## config.mk

```make
export PLATFORM = sky130hd
export DESIGN_NAME = axis_loopback_buf_flat
export DESIGN_NICKNAME = d
export VERILOG_FILES = /design/src/rtl/axis_lb_pkg.sv /design/src/rtl/axis_loopback_buf_if.sv /design/src/rtl/axis_lb_fifo_mem.sv /design/src/rtl/axis_loopback_buf.sv /design/src/flat_wrapper.sv
export SDC_FILE = /design/constraint.sdc
export NUM_CORES = 1
export LEC_CHECK = 0
export ABC_AREA = 1
export CORE_MARGIN = 4
export CORE_UTILIZATION = 55
export CTS_BUF_LIST = sky130_fd_sc_hd__clkbuf_8 sky130_fd_sc_hd__clkbuf_16
export CTS_CLUSTER_DIAMETER = 60
export DETAILED_ROUTE_END_ITERATION = 8
export HOLD_SLACK_MARGIN = 0.05
export PLACE_DENSITY = 0.83
export SYNTH_ARGS = -nofsm -noshare
export SYNTH_HDL_FRONTEND = slang
export SYNTH_SLANG_ARGS = --single-unit
```

## constraint.sdc

```tcl
create_clock -name axi_aclk -period 5.4 [get_ports axi_aclk]
set_input_delay 1.35 -clock axi_aclk [delete_from_list [all_inputs] [get_ports axi_aclk]]
set_output_delay 1.35 -clock axi_aclk [all_outputs]
set_load 0.02 [all_outputs]
```

## src/rtl/axis_lb_pkg.sv

```systemverilog
// Shared constants and the tkeep legality rule for the AXI4-Stream loopback buffer.
package axis_lb_pkg;

  localparam int DEFAULT_DATA_WIDTH = 32;
  localparam int STALL_OFF          = 0;
  localparam int BEAT_CNT_W         = 32;
  localparam int PKT_CNT_W          = 16;
  localparam int MAX_KEEP_W         = 128;

  // Legal keep: non-zero, ones packed from lane 0 upward, and fully set unless the beat ends a packet.
  function automatic logic is_legal_keep(input logic [MAX_KEEP_W-1:0] keep,
                                         input logic                  last,
                                         input int                    lanes);
    logic [MAX_KEEP_W-1:0] full_mask;
    full_mask = (lanes >= MAX_KEEP_W) ? '1 : ((MAX_KEEP_W'(1) << lanes) - MAX_KEEP_W'(1));
    if (keep == '0) return 1'b0;
    if ((keep & (keep + MAX_KEEP_W'(1))) != '0) return 1'b0;
    if (!last && (keep != full_mask)) return 1'b0;
    return 1'b1;
  endfunction

endpackage

```

## src/rtl/axis_loopback_buf_if.sv

```systemverilog
// One AXI4-Stream link; master drives payload and valid, slave drives ready.
interface axis_loopback_buf_if #(
  parameter int DATA_WIDTH = axis_lb_pkg::DEFAULT_DATA_WIDTH
);
  logic [DATA_WIDTH-1:0]   tdata;
  logic [DATA_WIDTH/8-1:0] tkeep;
  logic                    tvalid;
  logic                    tready;
  logic                    tlast;

  modport master (output tdata, tkeep, tvalid, tlast, input tready);
  modport slave  (input tdata, tkeep, tvalid, tlast, output tready);
endinterface

```

## src/rtl/axis_lb_fifo_mem.sv

```systemverilog
// First-word-fall-through FIFO storage: array, wrapping pointers, fill level, full/empty flags.
module axis_lb_fifo_mem #(
  parameter int WIDTH = 8,
  parameter int DEPTH = 16
) (
  input  logic                     clk,
  input  logic                     rst,
  input  logic                     i_push,
  input  logic                     i_pop,
  input  logic [WIDTH-1:0]         i_wr_data,
  output logic [WIDTH-1:0]         o_rd_data,
  output logic [$clog2(DEPTH):0]   o_fill_level,
  output logic                     o_full,
  output logic                     o_empty
);
  localparam int AW = $clog2(DEPTH);

  logic [WIDTH-1:0] r_mem [DEPTH];
  logic [AW-1:0]    r_wr_ptr;
  logic [AW-1:0]    r_rd_ptr;
  logic [AW:0]      r_fill;

  // NOTE: the array is deliberately not reset; pointers and fill level alone decide which entries are live.
  always_ff @(posedge clk) begin
    if (i_push) r_mem[r_wr_ptr] <= i_wr_data;
  end

  // NOTE: all state updates use <= so every register sees the pre-edge values of the others.
  always_ff @(posedge clk) begin
    if (rst) begin
      r_wr_ptr <= '0;
      r_rd_ptr <= '0;
      r_fill   <= '0;
    end else begin
      if (i_push) r_wr_ptr <= r_wr_ptr + 1'b1;
      if (i_pop)  r_rd_ptr <= r_rd_ptr + 1'b1;
      case ({i_push, i_pop})
        2'b10:   r_fill <= r_fill + 1'b1;
        2'b01:   r_fill <= r_fill - 1'b1;
        default: r_fill <= r_fill;
      endcase
    end
  end

  assign o_rd_data    = r_mem[r_rd_ptr];
  assign o_fill_level = r_fill;
  assign o_full       = (r_fill == (AW+1)'(DEPTH));
  assign o_empty      = (r_fill == '0);

endmodule

```

## src/rtl/axis_loopback_buf.sv

```systemverilog
// AXI4-Stream loopback buffer between DMA MM2S and S2MM with throttle, counters and keep check.
// Define AXIS_LB_PKT_MODE_EN for store-and-forward; otherwise beats cut through as soon as stored.
module axis_loopback_buf
  import axis_lb_pkg::*;
#(
  parameter int DATA_WIDTH   = DEFAULT_DATA_WIDTH,
  parameter int DEPTH        = 16,
  parameter int STALL_PERIOD = STALL_OFF
) (
  input  logic                    axi_aclk,
  input  logic                    axi_reset,
  axis_loopback_buf_if.slave      s_axis,
  axis_loopback_buf_if.master     m_axis,
  output logic [$clog2(DEPTH):0]  fill_level,
  output logic [BEAT_CNT_W-1:0]   beat_count,
  output logic [PKT_CNT_W-1:0]    pkt_count,
  output logic                    keep_err
);
  localparam int KW   = DATA_WIDTH / 8;
  localparam int AW   = $clog2(DEPTH);
  localparam int EW   = DATA_WIDTH + KW + 1;
  localparam int SC_W = (STALL_PERIOD > 1) ? $clog2(STALL_PERIOD) : 1;

  logic            w_push;
  logic            w_pop;
  logic            w_full;
  logic            w_empty;
  logic            w_stall;
  logic            w_m_valid;
  logic [EW-1:0]   w_wr_entry;
  logic [EW-1:0]   w_rd_entry;
  logic [BEAT_CNT_W-1:0] r_beat_count;
  logic [PKT_CNT_W-1:0]  r_pkt_count;
  logic                  r_keep_err;

  assign w_wr_entry = {s_axis.tlast, s_axis.tkeep, s_axis.tdata};
  assign {m_axis.tlast, m_axis.tkeep, m_axis.tdata} = w_rd_entry;

  // Ready looks only at stored state, so it never depends on either valid or downstream ready.
  assign s_axis.tready = !axi_reset && !w_full && !w_stall;
  assign w_push        = s_axis.tvalid && s_axis.tready;
  assign m_axis.tvalid = w_m_valid;
  assign w_pop         = w_m_valid && m_axis.tready;

  axis_lb_fifo_mem #(
    .WIDTH (EW),
    .DEPTH (DEPTH)
  ) u_fifo (
    .clk          (axi_aclk),
    .rst          (axi_reset),
    .i_push       (w_push),
    .i_pop        (w_pop),
    .i_wr_data    (w_wr_entry),
    .o_rd_data    (w_rd_entry),
    .o_fill_level (fill_level),
    .o_full       (w_full),
    .o_empty      (w_empty)
  );

  generate
    if (STALL_PERIOD == STALL_OFF) begin : g_no_stall
      assign w_stall = 1'b0;
    end else begin : g_stall
      logic [SC_W-1:0] r_stall_cnt;
      always_ff @(posedge axi_aclk) begin
        if (axi_reset || (r_stall_cnt == SC_W'(STALL_PERIOD - 1))) r_stall_cnt <= '0;
        else                                                    r_stall_cnt <= r_stall_cnt + 1'b1;
      end
      assign w_stall = (r_stall_cnt == SC_W'(STALL_PERIOD - 1));
    end
  endgenerate

`ifdef AXIS_LB_PKT_MODE_EN
  // Count of complete packets held; a full FIFO with none releases beats so long packets cannot deadlock.
  logic [AW:0] r_pkt_stored;
  always_ff @(posedge axi_aclk) begin
    if (axi_reset) begin
      r_pkt_stored <= '0;
    end else begin
      case ({w_push && s_axis.tlast, w_pop && m_axis.tlast})
        2'b10:   r_pkt_stored <= r_pkt_stored + 1'b1;
        2'b01:   r_pkt_stored <= r_pkt_stored - 1'b1;
        default: r_pkt_stored <= r_pkt_stored;
      endcase
    end
  end
  assign w_m_valid = !w_empty && ((r_pkt_stored != '0) || w_full);
`else
  assign w_m_valid = !w_empty;
`endif

  always_ff @(posedge axi_aclk) begin
    if (axi_reset) begin
      r_beat_count <= '0;
      r_pkt_count  <= '0;
      r_keep_err   <= 1'b0;
    end else begin
      if (w_push) r_beat_count <= r_beat_count + 1'b1;
      if (w_pop && m_axis.tlast) r_pkt_count <= r_pkt_count + 1'b1;
      if (w_push && !is_legal_keep(MAX_KEEP_W'(s_axis.tkeep), s_axis.tlast, KW)) r_keep_err <= 1'b1;
    end
  end

  assign beat_count = r_beat_count;
  assign pkt_count  = r_pkt_count;
  assign keep_err   = r_keep_err;

endmodule

```

## src/flat_wrapper.sv

```systemverilog
// flat-port wrapper written by rule: the top's interface ports become plain ports
module axis_loopback_buf_flat import axis_lb_pkg::*;
#(
  parameter int DATA_WIDTH   = DEFAULT_DATA_WIDTH,
  parameter int DEPTH        = 16,
  parameter int STALL_PERIOD = STALL_OFF
)
  (axi_aclk, axi_reset, fill_level, beat_count, pkt_count, keep_err, s_axis_tdata, s_axis_tkeep, s_axis_tvalid, s_axis_tlast, s_axis_tready, m_axis_tdata, m_axis_tkeep, m_axis_tvalid, m_axis_tlast, m_axis_tready);
  axis_loopback_buf_if #(.DATA_WIDTH(DATA_WIDTH)) s_axis_i ();
  axis_loopback_buf_if #(.DATA_WIDTH(DATA_WIDTH)) m_axis_i ();
  input  logic axi_aclk;
  input  logic axi_reset;
  output logic [$clog2(DEPTH):0] fill_level;
  output logic [BEAT_CNT_W-1:0] beat_count;
  output logic [PKT_CNT_W-1:0] pkt_count;
  output logic keep_err;
  input wire logic [$bits(s_axis_i.tdata)-1:0] s_axis_tdata;
  input wire logic [$bits(s_axis_i.tkeep)-1:0] s_axis_tkeep;
  input wire logic [$bits(s_axis_i.tvalid)-1:0] s_axis_tvalid;
  input wire logic [$bits(s_axis_i.tlast)-1:0] s_axis_tlast;
  output wire logic [$bits(s_axis_i.tready)-1:0] s_axis_tready;
  output wire logic [$bits(m_axis_i.tdata)-1:0] m_axis_tdata;
  output wire logic [$bits(m_axis_i.tkeep)-1:0] m_axis_tkeep;
  output wire logic [$bits(m_axis_i.tvalid)-1:0] m_axis_tvalid;
  output wire logic [$bits(m_axis_i.tlast)-1:0] m_axis_tlast;
  input wire logic [$bits(m_axis_i.tready)-1:0] m_axis_tready;
  assign s_axis_i.tdata = s_axis_tdata;
  assign s_axis_i.tkeep = s_axis_tkeep;
  assign s_axis_i.tvalid = s_axis_tvalid;
  assign s_axis_i.tlast = s_axis_tlast;
  assign s_axis_tready = s_axis_i.tready;
  assign m_axis_tdata = m_axis_i.tdata;
  assign m_axis_tkeep = m_axis_i.tkeep;
  assign m_axis_tvalid = m_axis_i.tvalid;
  assign m_axis_tlast = m_axis_i.tlast;
  assign m_axis_i.tready = m_axis_tready;
  axis_loopback_buf #(.DATA_WIDTH(DATA_WIDTH), .DEPTH(DEPTH), .STALL_PERIOD(STALL_PERIOD)) u_core (.axi_aclk(axi_aclk), .axi_reset(axi_reset), .s_axis(s_axis_i), .m_axis(m_axis_i), .fill_level(fill_level), .beat_count(beat_count), .pkt_count(pkt_count), .keep_err(keep_err));
endmodule
```

Word level (Yosys, flattened, before mapping):

Memories as Yosys holds them, arrays and structs flattened. A register that Yosys moved wholly into a read port is not among the register bits.
Index checks and enable logic that the tools add are counted.

* add/sub/neg operators: 7
* eq/ne operators: 4
* mux-type cells: 21
* bitwise logic cells: 1
* reduce and logical (&&, ||, !) cells: 15

Operators by type and width (count)
* 4-bit by 128-bit AND with 128-bit output: 1
* 128-bit nonzero test: 1
* 32-bit by 1-bit adder with 32-bit output (second input constant): 1
* 1-bit two-way mux: 18
* 16-bit by 1-bit adder with 16-bit output (second input constant): 1
* 5-bit one-hot mux with 2 select lines: 1
* 4-bit by 1-bit adder with 4-bit output (second input constant): 2
* 4-bit two-way mux: 2
* 1-bit logical AND: 6
* 4-bit by 1-bit adder with 5-bit output (second input constant): 1
* 5-bit by 1-bit adder with 5-bit output (second input constant): 1
* 5-bit == test (second input constant): 1
* 1-bit zero test: 5
* 5-bit zero test: 1
* 5-bit by 1-bit subtractor with 5-bit output (second input constant): 1
* 4-bit zero test: 1
* 4-bit != test (second input constant): 1
* 2-bit by 1-bit == test with 1-bit output (second input constant): 1
* 2-bit == test (second input constant): 1
* 2-bit nonzero test: 1

* bits in registers: 62
* bits in writable memories: 592
* input port bits: 41
* output and inout port bits: 93
* logic and storage cells: 55
* memories: 1

Memories
* u_core.u_fifo.r_mem: depth 16, bits a word 37, read ports 1, clocked after Yosys merged registers in 1, write ports 1, RTL line axis_lb_fifo_mem.sv:18 `logic [WIDTH-1:0] r_mem [DEPTH];`

Logic depth before layout (Yosys ltp):

Gate-level depths: netlist of the first run.

* depth in word-level cells: 15
* depth in mapped cells: 14

By module:

From an unflattened synthesis of the first run, not the netlist that was laid out.

* cells, all modules: 2396
* area total of the unflattened synthesis: 28210.8 um^2

By module, submodules not included
* axis_lb_fifo_mem: times used 1, cells each 1995, area each 25574.5 um^2, seq. area each 18117.4 um^2
* axis_loopback_buf: times used 1, cells each 401, area each 2636.3 um^2, seq. area each 980.9 um^2

Worst setup path after synthesis of the first run:

Ideal clock, no wire load.

* kind: input port to flip-flop
* start: in axi_reset
* end: mem u_core.u_fifo.r_mem[0][0] in the netlist's numbering (enable)
* arrival time: 3.732 ns
* data required time: 4.969 ns
* path slack: 1.237 ns
* stages on the path: 7
* buffers on the path: 2
* cells stage by stage: buf_2 inv_2 nand3_2 inv_2 buf_2 nand2_1 nor2_1

* longest elaborated chain between the ends: 5

Ends and longest elaborated chain
* start, declared: RTL line flat_wrapper.sv:12 `input logic axi_reset;`
* 1-bit zero test: RTL line axis_loopback_buf.sv:40 `assign s_axis.tready = !axi_reset && !w_full && !w_stall;`
* 1-bit logical AND: RTL line axis_loopback_buf.sv:40
* 1-bit logical AND: RTL line axis_loopback_buf.sv:41 `assign w_push = s_axis.tvalid && s_axis.tready;`
* 1-bit two-way mux: RTL line axis_lb_fifo_mem.sv:25 `if (i_push) r_mem[r_wr_ptr] <= i_wr_data;`
* 1-bit two-way mux (not written as such): RTL line axis_lb_fifo_mem.sv:25
* end, declared: RTL line axis_lb_fifo_mem.sv:18

Every way passes these cells.

==> key figures, run 1 <==
Cells and area
  – Layout cells sized above 1: around 6.9%
  – Area grow syn2layout: 15.5%
  – Cell area after layout: around 31000 um2
  – Final net count: between 2k and 2.5k
  – Post-route insts no fill: 2926
  – Fillers: between 3k and 4k

Clocking
  – Clock Tree Buf Depth: 3
  – Clock Pin Slew Worst Setup and Hold Paths: 0.06 ns
  – Clock Latency Late Sink: 0.60 ns
  – # hold bufs at CTS: 0
  – # clock sinks: roughly 660
  – Setup bufs post-CTS: 0
  – Resized Gates After CTS: 0
  – Clock tree root buffer cell: clkbuf_16
  – CTS tree: built
  – Cts bufs inserted: between 60 and 70
  – H-tree depth: 3

Min path
  – HP Class: register to register

Drt
  – Antenna violation net count after detailed routing: 0
  – Total wire length: ~67 mm
  – Routed vias/inst: approximately 6.3
  – Detailed Routing Iterations Pass 1: 5
  – Mean routed wirelength per cell: between 20 and 25 um
  – Starting DRT DRC Count: 2580
  – DRC Markers: 0
  – Vias: roughly 18k

STA
  – RSZ-0062 raised after global routing: false
  – Final setup vio count: 0
  – Skew final: approximately 0.019 ns
  – Setup_tns: 0 ns
  – Post-layout min period: approximately 5.2 ns
  – Final hold violations: 0
  – Period utilization: 96.4%
  – Slew @ Worst Pin: 0.894 ns
  – Rel. slew slack: 40.3%
  – Final Max Tran Viols: 0
  – Achievable Freq: approximately 190 MHz

Run status
  – Status: complete, no violations

Placed design
  – GPL Wtd Cong: just over 0.9
  – PortBufs: 133
  – Placed cell count: roughly 2.8k
  – Cell Area, Placed: between 20000 and 30000 um2
  – Dpl hpwl: about 35 mm

Logic synthesis
  – Seq/Total Area, Yosys: 72.2%
  – Post-Syn Area: 26500 um2
  – Syn_nets: about 2.2k
  – Post-Synthesis Cells: ~2.2k
  – Flops & latches, synth: 658
  – Average size of a mapped cell: between 10 and 15 um2
  – Yosys warns: 0
  – Cell variety after synth: 35

Global route
  – Largest net degree at the start of global routing: between 150 and 200
  – Initial antenna violation count: 3
  – All-layer global routing usage: roughly a quarter
  – Vias in the first global route: 18.2k
  – Remaining global-route overflow: 0
  – First-pass GRT wire length: between 100 and 150 mm

Die
  – Initial Utilization: 55.5%
  – Die Span Y: 227 um
  – Core area: approximately 48000 um2
  – Horiz. Die Dim: 227 um
  – I/O Pins: ~130
  – Die Area: between 50000 and 60000 um2
  – Rows: 80

Worst setup path
  – Crit. End Element: output port
  – Critical Path RT: around 4.1 ns
  – Worst Path Max Fanout: 77
  – Arrival time worst endpoint: roughly 3.9 ns
  – Kind of start point of the critical path: register
  – Type of the worst setup path: register to output port

Power
  – Sw frac: a little under a third
  – Leakage power: between 9 and 10 nW
  – Internal power: 9.09 mW
  – Comb pwr share: around a quarter
  – Clock power frac: roughly 33%
  – Worst vdd ir: 0.348 mV
  – Sequential Power Share: between 40% and 50%
  – Switching power: roughly 4.1 mW
  – PwrDens: 430 nW/um2

Flow run
  – Max-cap violations: 0
## registers in the layout, summed over array words and instances, names as in the netlist, named ones only
| register | flops |
|---|---|
| u_core.u_fifo.r_mem | 592 |
| u_core.pkt_count | 16 |
| u_core.u_fifo.r_wr_ptr | 4 |
| u_core.u_fifo.r_rd_ptr | 4 |
| u_core.beat_count | 32 |
| u_core.keep_err | 1 |
| u_core.u_fifo.o_fill_level | 5 |
## cells in the final DEF (no fill, tap or decap), types with 12 or more instances in the layout
cell	n
inv_1	82
nor2_4	18
o21ai_0	307
buf_4	23
a21oi_1	45
buf_12	13
clkdlybuf4s50_1	133
o22ai_1	19
dfxtp_1	62
nor3_1	21
nand3_1	102
nor2_1	377
clkinv_1	16
o221ai_1	125
xor2_1	12
clkbuf_16	69
nand2_1	202
edfxtp_1	592
o211ai_1	19
## per-stage QoR
| stage | power, mW | hold WS, ns | util, % | worst slack, ns |
|---|---|---|---|---|
| after floorplan | 7.82 | 0.434 | - | 1.24 |
| after global placement | 8.73 | 0.444 | 59.8 | 1.00 |
| after detailed placement | 8.88 | 0.454 | 59.8 | 0.900 |
| after CTS | 13.2 | 0.465 | 64.1 | 0.252 |
| after global routing | 13.7 | 0.485 | 64.1 | 0.0316 |
| final | 13.2 | 0.462 | 64.1 | 0.197 |
## per-layer routing
layer	up-vias	wire length (um)	global-route usage, %
li1	8143	-	-
met1	8873	24900	34.1
met2	1195	32200	41.2
met3	196	7270	5.53
met4	2	2210	10.6
met5	-	18	0
## final timing paths
| check | depth (start not counted) | to | slack [ns] | from |
|---|---|---|---|---|
| max | 7 | m_axis_tdata[17] | 0.20 | register |
| min | 2 | u_core.keep_err | 0.46 | u_core.keep_err |
| max reg2reg | 13 | u_core.u_fifo.o_fill_level[4] | 2.44 | u_core.u_fifo.o_fill_level[1] |
| min reg2reg | 2 | u_core.keep_err | 0.46 | u_core.keep_err |
## power groups by stage
stage          logic [mW]  clock network, mW  registers [mW]
3_5_place_dp         3.02                  0            5.86
6_report             3.08               4.32            5.75
5_1_grt              3.35               4.59            5.76
2_1_floorplan        1.99                  0            5.83
4_1_cts              3.05               4.35            5.75
3_3_place_gp         2.88                  0            5.85
## cell usage after synthesis, drive strengths merged
| master | number | area share (%) |
|---|---|---|
| a21o | 1 | 0.028 |
| a21oi | 45 | 0.85 |
| a31oi | 2 | 0.047 |
| and3 | 2 | 0.047 |
| buf | 52 | 1.2 |
| clkbuf | 82 | 1.2 |
| dfxtp | 66 | 5.0 |
| edfxtp | 592 | 67 |
| ha | 11 | 0.52 |
| inv | 75 | 1.1 |
| nand2 | 204 | 2.9 |
| nand3 | 105 | 2.0 |
| nand3b | 8 | 0.23 |
| nand4 | 3 | 0.071 |
| nor2 | 397 | 5.7 |
| nor3 | 21 | 0.40 |
| nor3b | 1 | 0.028 |
| o211ai | 19 | 0.54 |
| o21a | 1 | 0.028 |
| o21ai | 311 | 5.9 |
| o21bai | 3 | 0.085 |
| o221ai | 125 | 4.1 |
| o22ai | 19 | 0.45 |
| xor2 | 12 | 0.40 |
## cell type report
type,instances,area [um2],share of cell area [%]
Timing Repair Buffer,169,1760,5.77
Clock buffer,69,1730,5.65
Clock inverter,48,309,1.01
Sequential cell,658,19100,62.5
Tap cell,615,769,2.52
Antenna cell,2,5.00,0.0164
Inverter,75,288,0.942
Multi-Input combinational cell,1290,6580,21.5
## cell families (layout without fill, tap and decap cells)
| logic type | count (synthesis) | after routing | share of synthesized area, % |
|---|---|---|---|
| simple gates | 741 | 741 | 11.5 |
| flops | 658 | 658 | 72.2 |
| compound gates | 526 | 526 | 12.0 |
| buf+inv | 209 | 361 | 3.41 |
| xor+xnor | 12 | 12 | 0.397 |
| fa+ha+maj | 11 | 11 | 0.520 |
| other cells | 0 | 2 | 0 |
## critical path: stages (launching register included)
cell             delay, ns
dfxtp_4               0.34
buf_4                 0.61
buf_4                 0.78
o21ai_0               0.22
o221ai_1              0.28
nand3_1               0.16
nand2_1               0.18
clkdlybuf4s50_1       0.63
Power figures use the tool's default switching activity.
==> run 2: changes to the inputs <==
GPL_TIMING_DRIVEN = 1   (was unset)
==> results of run 2 <==
Final layout, timing and power as in run 1 (identical DEF).
==> run 3: changes to the inputs <==
ABC_AREA = unset   (was 1)
clock period = 6.2 ns   (was 5.4 ns; I/O delays follow)
==> run 3 against run 2 <==
Sequential power decreased by 13%. Sequential share of layout area increased by 1.5 points. Clock skew increased by 0.0033 ns. Critical path depth decreased by 3. Core utilization increased by 1.3 points. Worst setup slack improved by 0.85 ns. First-iteration DRC count decreased by 42%. Non-clock buffer count increased by 1. Combinational power decreased by 51%. Clock-buffer cell count increased by 2. Largest power group unchanged.
==> key figures, run 3 <==
Logic synthesis
  – Average size of a mapped cell: 20.8 um2 (+70%)
  – Post-Syn Area: 25600 um2 (-3.3%)
  – Cell variety after synth: 53 (+51%)
  – Synth area leaders: edfxtp_1 69%, mux4_2 16%, dfxtp_1 5.2%
  – Top-count cell post-synth: edfxtp_1
  – Synth top area share: 69.5% (+2.3 points)
  – Post-synth top area cell: edfxtp_1
  – Synth top cells by count: 592 x edfxtp_1, 182 x mux4_2, 66 x dfxtp_1
  – Post-Synthesis Cells: 1229 (-43%)
  – Seq/Total Area, Yosys: 74.6% (+2.5 points)
  – Most used DFF post-synth: edfxtp_1
  – Flops & latches, synth: 658 (unchanged)
  – Yosys warns: 0 (unchanged)
  – Synth async-reset ratio: 0% (unchanged)
  – Number of synthesized flops with an enable pin: 592 (unchanged)
  – Syn_nets: 1281 (-42%)

Clocking
  – Clock tree root buffer cell: clkbuf_16
  – Clock Pin Slew Worst Setup and Hold Paths: 0.06 ns (about the same)
  – # clock sinks: 658 (unchanged)
  – CTS tree: built
  – Cts bufs inserted: 66 (-1.5%)
  – Clock Tree Buf Depth: 3 (unchanged)
  – # hold bufs at CTS: 0 (unchanged)
  – Setup bufs post-CTS: 0 (unchanged)
  – Resized Gates After CTS: 0 (unchanged)
  – Clock Latency Late Sink: 0.58 ns (-0.02 ns)
  – H-tree depth: 3 (unchanged)

Cells and area
  – Most common cell after layout, fill and taps aside: edfxtp_1
  – Commonest non-fill, non-tap cells in the layout: 592 x edfxtp_1, 182 x mux4_2, 132 x clkdlybuf4s50_1
  – Final net count: 1455 (-37%)
  – Layout cells sized above 1: 24.1% (+17 points)
  – Area grow syn2layout: 16.7%
  – Max reg flops: 592 (unchanged)
  – ANT cells: 0 (-2)
  – Post-route insts no fill: 2048 (-30%)
  – Finished Core Util: 65.4% (+1.3 points)
  – Reg with most FFs: u_core.u_fifo.r_mem

Worst setup path
  – Slowest stage delay, CP: 0.89 ns (+0.11 ns)
  – Type of the worst setup path: register to output port
  – Worst Path Max Fanout: 40 (-48%)
  – Crit. End Element: output port
  – Most frequent CP cell: mux4_2
  – Cell with the biggest individual delay on the critical path: dfxtp_4
  – Kind of start point of the critical path: register
  – Arrival time worst endpoint: 3.60 ns (-0.25 ns)
  – Critical Path RT: 4.65 ns (+0.60 ns)
  – Crit path cell chain: buf_12 > mux4_2 > mux4_2 > clkdlybuf4s50_1

Global route
  – Largest net degree at the start of global routing: 82 (-50%)
  – Remaining global-route overflow: 0 (unchanged)
  – M3 GR Usage: 5.39% (-0.15 points)
  – Met1 Resource Use GR: 32.6% (-1.5 points)
  – First-pass GRT wire length: 89.5 mm (-12%)
  – Vias in the first global route: 13.6k (-25%)
  – Met2 GRT Util: 40.4% (-0.80 points)
  – Initial antenna violation count: 0 (-3)
  – GRT Max-Usage Layer: met2
  – All-layer global routing usage: 24.0% (-1.5 points)

Placed design
  – Dpl hpwl: 32.1 mm (-7.0%)
  – PortBufs: 133 (unchanged)
  – GPL Wtd Cong: 0.786 (-13%)
  – Placed cell count: 1935 (-31%)

STA
  – Rel. slew slack: 28.1% (-12 points)
  – Post-layout min period: about 5.1 ns
  – Final hold violations: 0 (unchanged)
  – Achievable Freq: 194 MHz
  – Final Max Tran Viols: 0 (unchanged)
  – RSZ-0062 raised after global routing: false
  – Period utilization: ~83%
  – Skew final: 0.0219 ns (+0.00333 ns)
  – Setup_tns: 0 ns (unchanged)
  – Slew @ Worst Pin: 1.08 ns (+0.182 ns)
  – Final setup vio count: 0 (unchanged)

Die
  – Core area: 45700 um2 (-4.1%)
  – Rows: 78 (-2.5%)
  – I/O Pins: 134 (unchanged)
  – Horiz. Die Dim: 224 um (-1.6%)
  – Initial Utilization: 56.0% (+0.48 points)
  – Die Span Y: 224 um (-1.6%)
  – Die Area: 50000 um2 (-3.2%)

Drt
  – Starting DRT DRC Count: 1487 (-42%)
  – Routed vias/inst: 6.41 (+1.9%)
  – Vias: 13.1k (-29%)
  – Total wire length: 59.4 mm (-11%)
  – Antenna violation net count after detailed routing: 0 (unchanged)
  – DRC Markers: 0 (unchanged)
  – Detailed Routing Iterations Pass 1: 5 (unchanged)
  – Mean routed wirelength per cell: 29.0 um (+28%)

Power
  – Worst vdd ir: 0.287 mV (-18%)
  – Leakage power: 9.23 nW (-7.2%)
  – PwrDens: 341 nW/um2 (-21%)

Run status
  – Status: complete, no violations

Flow run
  – Max-cap violations: 0 (unchanged)

Min path
  – HP Class: register to register
==> run 3: layout make-up <==
cell class / count / area [um2]
Clock buffer: 71 / 1740
Clock inverter: 42 / 235
Fill cell: 2898 / 15800
Inverter: 14 / 52.6
Multi-Input combinational cell: 493 / 6260
Sequential cell: 658 / 19100
Tap cell: 600 / 751
Timing Repair Buffer: 170 / 1700
==> run 3: path summary, 6_finish.rpt <==
check / from / end / slack, ns / depth (start not counted)
worst max-delay path: register / m_axis_tdata[11] / 1.05 / 4
worst min-delay path: u_core.keep_err / u_core.keep_err / 0.48 / 2
worst max register to register: u_core.u_fifo.o_fill_level[1] / u_core.u_fifo.r_mem[15][8] / 2.66 / 5
worst min register to register: u_core.keep_err / u_core.keep_err / 0.48 / 2
==> run 3: critical path: cells and delay by family, from the launching register on <==
family                 cells  cell delay [ns]
flip-flops                 1             0.89
multiplexers               2             1.12
buffers and inverters      2             0.94
==> run 3: where the power goes <==
group	internal [mW]	leakage, nW	switching [mW]
Combinational	0.762	2.35	0.734
Clock	2.04	1.02	1.63
Sequential	4.91	5.87	0.124
==> run 3: logic make-up after synthesis <==
group                      Yosys count  synth area share [%]
buffers and inverters               78                  1.31
adders and majority gates           11                 0.538
DFF                                658                  74.6
muxes                              204                  17.0
and+or+nand+nor                    181                  3.59
AOI/OAI and AO/OA                   71                  2.08
xor gates and xnor gates            26                 0.890
==> run 3: stage by stage <==
stage | power (mW) | area (um2) | hold WS, ns | worst slack, ns
floorplan | 6.08 | 25600 | 0.485 | 0.602
global placement | 6.57 | 27900 | 0.461 | 1.41
CTS | 10.3 | 29900 | 0.487 | 0.942
finish | 10.2 | 29900 | 0.477 | 1.05
detailed placement | 6.60 | 27900 | 0.466 | 1.37
global route | 10.6 | 29900 | 0.515 | 0.821
==> run 3: metal layers <==
metal | share of wire (%) | routed length [um] | vias up
li1 | - | - | 5434
met1 | 38 | 22500 | 6957
met2 | 52 | 30800 | 655
met3 | 7.8 | 4620 | 90
met4 | 2.4 | 1400 | 0
met5 | 0 | 0 | -
